--- src/rtl/data_mem_responder.sv ---
// data_mem_responder: wait-stated, handshaked data memory slave for the nRisc data port.
module data_mem_responder #(
  parameter int ADDR_W      = 8,
  parameter int DATA_W      = 8,
  parameter int WAIT_CYCLES = 2
) (
  input  logic              Clock,
  input  logic              reset,
  input  logic              LerMem,
  input  logic              EscMem,
  input  logic [ADDR_W-1:0] Endereco,
  input  logic [DATA_W-1:0] DadoEscrita,
  output logic [DATA_W-1:0] LeDado,
  output logic              Pronto,
  output logic              Ocupado,
  output logic              Erro
);
  if (WAIT_CYCLES < 0 || WAIT_CYCLES > 15) begin : g_bad_wait
    $error("WAIT_CYCLES must be within 0..15");
  end
  typedef enum logic [1:0] {S_IDLE, S_WAIT, S_DONE} state_t;
  localparam logic [3:0] WC = 4'(WAIT_CYCLES);
  localparam bit ZERO_WAIT = (WAIT_CYCLES == 0);
  state_t state;
  logic [3:0] cnt;
  logic op_wr;
  logic [ADDR_W-1:0] addr;
  logic [DATA_W-1:0] wdata;
  logic [DATA_W-1:0] mem [2**ADDR_W];
  logic start, direct, acc, acc_wr;
  logic [ADDR_W-1:0] acc_addr;
  logic [DATA_W-1:0] acc_data;
  // With no wait states the access happens on the sample edge itself, straight from the inputs.
  always_comb begin
    start    = state == S_IDLE && (LerMem ^ EscMem);
    direct   = start && ZERO_WAIT;
    acc      = reset && (direct || (state == S_WAIT && cnt == 4'd1));
    acc_wr   = direct ? EscMem : op_wr;
    acc_addr = direct ? Endereco : addr;
    acc_data = direct ? DadoEscrita : wdata;
  end
  always_ff @(posedge Clock or negedge reset) begin
    if (!reset) begin
      state  <= S_IDLE;
      cnt    <= '0;
      op_wr  <= 1'b0;
      addr   <= '0;
      wdata  <= '0;
      LeDado <= '0;
      Erro   <= 1'b0;
    end else begin
      Erro <= state == S_IDLE && LerMem && EscMem;
      if (acc && !acc_wr) LeDado <= mem[acc_addr];
      case (state)
        S_IDLE: if (start) begin
          op_wr <= EscMem;
          addr  <= Endereco;
          wdata <= DadoEscrita;
          cnt   <= WC;
          state <= ZERO_WAIT ? S_DONE : S_WAIT;
        end
        S_WAIT: begin
          cnt <= cnt - 4'd1;
          if (cnt == 4'd1) state <= S_DONE;
        end
        default: state <= S_IDLE;
      endcase
    end
  end
  // Storage is deliberately outside the reset domain so contents survive reset.
  always_ff @(posedge Clock) begin
    if (acc && acc_wr) mem[acc_addr] <= acc_data;
  end
  assign Pronto  = state == S_DONE;
  assign Ocupado = state != S_IDLE;
endmodule

--- config.mk ---
export PLATFORM = sky130hd
export DESIGN_NAME = data_mem_responder
export DESIGN_NICKNAME = d
export VERILOG_FILES = /design/src/rtl/data_mem_responder.sv
export SDC_FILE = /design/constraint.sdc
export NUM_CORES = 2
export LEC_CHECK = 0
export BUFFER_PORTS_ARGS = -buffer_cell sky130_fd_sc_hd__buf_2
export CAP_MARGIN = 20
export CELL_PAD_IN_SITES_DETAIL_PLACEMENT = 0
export CELL_PAD_IN_SITES_GLOBAL_PLACEMENT = 1
export CORE_UTILIZATION = 44
export DETAILED_ROUTE_END_ITERATION = 10
export PLACE_DENSITY_LB_ADDON = 0.1
export SYNTH_ARGS = -nofsm -noshare
export SYNTH_HDL_FRONTEND = slang
export SYNTH_SLANG_ARGS = --single-unit
--- constraint.sdc ---
create_clock -name Clock -period 8.4 [get_ports Clock]
set_input_delay 1.68 -clock Clock [delete_from_list [all_inputs] [get_ports Clock]]
set_output_delay 1.68 -clock Clock [all_outputs]
set_load 0.05 [all_outputs]
## After elaboration in Yosys (flattened, before gate mapping)

Memory sizes are Yosys's and may differ from the RTL's. A register that Yosys moved wholly into a read port is not among the register bits.
Index checks and enable logic that the tools add are counted.

| cells by class | value |
|---|---|
| eq/ne operators | 5 |
| multiplexer cells | 7 |
| add/subtract/negate cells | 1 |
| bitwise operators | 1 |
| reduce and logical (&&, ||, !) cells | 15 |

Operator list:

| cell | count |
|---|---|
| case mux 4 bit (2 select lines) | 1 |
| logical AND 1 bit | 7 |
| AND reduction 2 bit | 3 |
| == test 4 x 1 -> 1 bit, second input constant | 1 |
| 2-to-1 mux 2 bit | 2 |
| 2-to-1 mux 4 bit | 1 |
| case mux 2 bit (2 select lines) | 1 |
| nonzero test 2 bit | 2 |
| subtractor 4 x 1 -> 4 bit, second input constant | 1 |
| == test 2 x 1 -> 1 bit, second input constant | 1 |
| == test 2 bit, second input constant | 1 |
| zero test 1 bit | 2 |
| zero test 2 bit | 1 |
| 2-to-1 mux 1 bit | 2 |
| inequality test 2 x 1 -> 1 bit, second input constant | 1 |
| inequality test 2 bit, second input constant | 1 |
| bitwise XOR 1 bit | 1 |

| word-level totals | value |
|---|---|
| memories kept | 1 |
| word-level logic and storage cells | 36 |
| bits in writable memories | 2,048 |
| register bits | 24 |

Memory list:

| memory | words | bits a word | read ports | clocked after Yosys merged registers in | write ports | line | RTL |
|---|---|---|---|---|---|---|---|
| mem | 256 | 8 | 1 | 1 | 1 | 29 | `logic [DATA_W-1:0] mem [2**ADDR_W];` |

## Longest topological paths before layout

| depth | value |
|---|---|
| word-level depth | 6 |
| mapped depth | 12 |
| mapped depth without buffers | 9 |

## Worst setup path before layout

No wires, ideal clock.

| path | value |
|---|---|
| path kind | register to register |
| start point | register wdata[0] (netlist: acc_data[0]) |
| end point | memory mem[0][0] (data pin) |
| slack | 4.418 ns |
| required time | 7.597 ns |
| buffers on the path | 0 |
| data arrival time | 3.179 ns |
| library setup time | 0.803 ns |
| stages on the path, launching flop included | 1 |
| cells stage by stage | dfrtp_1 |

RTL lines:

| what | line | RTL |
|---|---|---|
| start: declaration | 28 | `logic [DATA_W-1:0] wdata;` |
| start signal: assignment | 58 | `wdata <= DadoEscrita;` |
| end: declaration | 29 |  |

No word-level cell before the write port.

## Final worst setup path

| path | value |
|---|---|
| start point | register addr[5] (netlist: acc_addr[5]) |
| end point | memory mem[246][6] (enable) |

RTL lines:

| what | line | RTL |
|---|---|---|
| start: declaration | 27 | `logic [ADDR_W-1:0] addr;` |
| start signal: assignment | 57 | `addr <= Endereco;` |

No word-level cell before the write port.

==> run_results.csv <==
group,metric,value,unit
floorplan,start_util,44.5,%
power_and_ir_drop,peakVddDrop,0.514,mV
power_and_ir_drop,power_density,360,nW/um2
worst_setup_path,path_buf_inv,1,
layout,num_antenna_cells,0,
cts,clk_latency,0.85,ns
global_route,grt_pass1_vias,39300,
worst_setup_path,crit_path_start_kind,"flop",
worst_setup_path,crit_path_end_kind,"flop",
synth,syn_nets,3818,
cts,htreeDepth,4,
worst_setup_path,required,8.86,ns
layout,layout.nets,3915,
sta,fmax,225,MHz
layout,final_core_util,49.9,%
sta,period_share,52.9,%
layout,area_growth,12.1,%
sta,slew_headroom,23.9,%
worst_setup_path,arrival,4.90,ns
cts,cts_buffers,211,
synth,synth_area,80900,um2
sta,finalMaxSlewViolations,0,
routing,vias_per_cell,6.00,
routing,routed_wirelength,220000,um
cts,postCtsHoldBufs,0,
worst_setup_path,critPathKind,"flop to flop",
worst_setup_path,cpPeakStageDelay,0.97,ns
layout,fillers,14500,
synth,synth_flop_cell,"edfxtp_1",
layout,layoutNonFillerInstCount,6517,
job,drv_cap,0,
synth,synth_edf_count,2048,
floorplan,die_h,431,um
global_route,grt.total_usage,23.9,%
worst_setup_path,cp-startpoint,"acc_addr[5]$_DFFE_PN0P_",
hold_path,hp-class,"flop to flop",
cts,post_cts_buffers,0,
synth,synth_seq_cells,2080,
cts,cts_sinks,2080,
synth,async_flop_share,1.54,%
routing,vias,39100,
routing,detail_route.wl_per_cell,33.8,um
place,io_buffers,30,
synth,yosysTopAreaCell,"edfxtp_1",
worst_setup_path,cpLargestDelayFamily,"simple AND/OR/NAND/NOR gates",
hold_path,hp-start,"cnt[3]$_DFFE_PN0P_",
layout,mostFrequentLayoutCell,"edfxtp_1",
sta,setup_viol,0,
synth,yosysTopAreaCellShare,76.0,%
cts,cts-root-buf,"clkbuf_16",
cts,cts_tree,"built",
layout,regArea,62300,um2
worst_setup_path,crit_slowest_cell,"nor2_1",
global_route,grt-ovfl-total,0,
layout,final_cell_mix,"edfxtp_1, mux4_2, nor2_1, clkbuf_16, mux2i_1",
global_route,grt_max_degree,166,
synth,synth_seq_area_share,77.0,%
floorplan,core_area,182000,um2
sta,finalCriticalPeriod,4.45,ns
cts,postCtsResizedCells,0,
synth,ys_warn_count,0,
sta,fin_worst_skew,0.0325,ns
routing,ant_nets,0,
layout,multi_input_area,17300,um2
sta,timing.setup.tns,0,ns
place,dp.final_hpwl,128000,um
floorplan,die-area,186000,um2
place,gp_congestion,0.837,
synth,syn_inst,3796,
sta,tightest_slew,1.11,ns
synth,ys_top_cells_by_area,"edfxtp_1, mux4_2, mux2i_1",
sta,hold_ws,0.506,ns
power_and_ir_drop,leakage,27.9,nW
cts,clockBufferDepth,3,
layout,drive_above_1_share,24.3,%
routing,drt_iter0_drc,4621,
cts,path_clk_slew,0.06,ns
sta,rsz0062_at_grt,"no",
synth,synth.avg_cell_area,21.3,um2
floorplan,pin_count,31,
worst_setup_path,crit_path_cell_trace,"buf_4 -> and2_1 -> nand3_1 -> nor2_1",
sta,hold_violations,0,
run_status,status,"complete, no violations",
worst_setup_path,critPathMaxFanout,36,
global_route,grt_pass1_wl,311000,um
routing,drc,0,
global_route,antenna_found_initial,5,
place,dp.cells,6128,
floorplan,rows,156,
routing,drt_pass1_iterations,6,
worst_setup_path,r2r_start,"acc_addr[5]$_DFFE_PN0P_",
floorplan,fp.dieW,431,um
synth,synth.distinct_cells,63,
-- flip-flops by register name (all words and copies together) (netlist names) --
signal,count
LeDado,8
acc_wr,1
acc_addr,8
cnt,4
Erro,1
state,2
acc_data,8
mem,2048
-- worst paths after layout --
kind                                           end  slack [ns]  cells past startpoint
max                          mem[246][6]$_DFFE_PP_        3.95                      4
min reg2reg                     cnt[3]$_DFFE_PN0P_        0.51                      1
min                             cnt[3]$_DFFE_PN0P_        0.51                      1
max reg2reg                  mem[246][6]$_DFFE_PP_        3.95                      4
min in group asynchronous  acc_data[1]$_DFFE_PN0P_        0.89                      2
max in group asynchronous  acc_addr[0]$_DFFE_PN0P_        7.07                      2
-- stage by stage --
step,cell area (um2),power (mW),worst slack (ns)
floorplan,80900,19.8,4.42
global placement,83700,23.6,3.35
detailed placement,83700,23.6,3.32
CTS,90600,33.0,3.97
global route,90600,33.7,3.61
finish,90600,32.7,3.95
-- synthesized netlist by cell type (all sizes together), types with 4 or more instances --
| cell type | count |
|---|---|
| edfxtp | 2048 |
| mux4 | 487 |
| nor2 | 295 |
| buf | 151 |
| mux2i | 146 |
| nand2 | 80 |
| clkbuf | 78 |
| o22ai | 63 |
| a22oi | 61 |
| mux2 | 40 |
| o21ai | 38 |
| nand3 | 36 |
| dfrtp | 32 |
| a21oi | 30 |
| nor2b | 19 |
| a211oi | 15 |
| a311oi | 10 |
| o211ai | 10 |
| a32oi | 9 |
| nor3b | 9 |
| a31oi | 8 |
| inv | 8 |
| nand2b | 8 |
| nor4 | 8 |
| o22a | 8 |
| a2111oi | 7 |
| and2 | 7 |
| and3 | 7 |
| o221ai | 7 |
| or3 | 7 |
| nand3b | 6 |
| a221oi | 5 |
| nand4 | 5 |
| nor3 | 5 |
| or3b | 5 |
| a22o | 4 |
| a41oi | 4 |
-- metal layers --
metal,wire (um),global-route usage [%],share of wire [%]
met3,14800,4.36,6.7
met4,5220,6.32,2.4
met5,0,0,0
met1,98000,35.8,44
met2,102000,36.3,46
-- kinds of logic (layout without fill, tap and decap cells) --
group	Yosys count	after routing	synth area share, %
adder cells (fa/ha/maj)	2	2	0.0309
flip-flops	2080	2080	77.0
XOR/XNOR	2	2	0.0217
AO/OA/AOI/OAI	296	296	2.55
multiplexers	673	673	15.9
AND/OR/NAND/NOR	506	506	2.76
buffers and inverters	237	509	1.69
-- power by group --
group          switching [mW]  internal (mW)
clock network            4.01           5.45
registers               0.704           13.1
logic                    6.17           3.27
-- cell type report --
class / instances / area share (%)
clock inverter: 144 / 1.55
clock buffer: 244 / 6.08
tap: 2449 / 3.38
inverter: 8 / 0.0359
timing repair buffer: 113 / 1.11
multi-input combinational: 1479 / 19.1
sequential: 2080 / 68.8
Note: power is estimated with default switching activity, not from simulation.
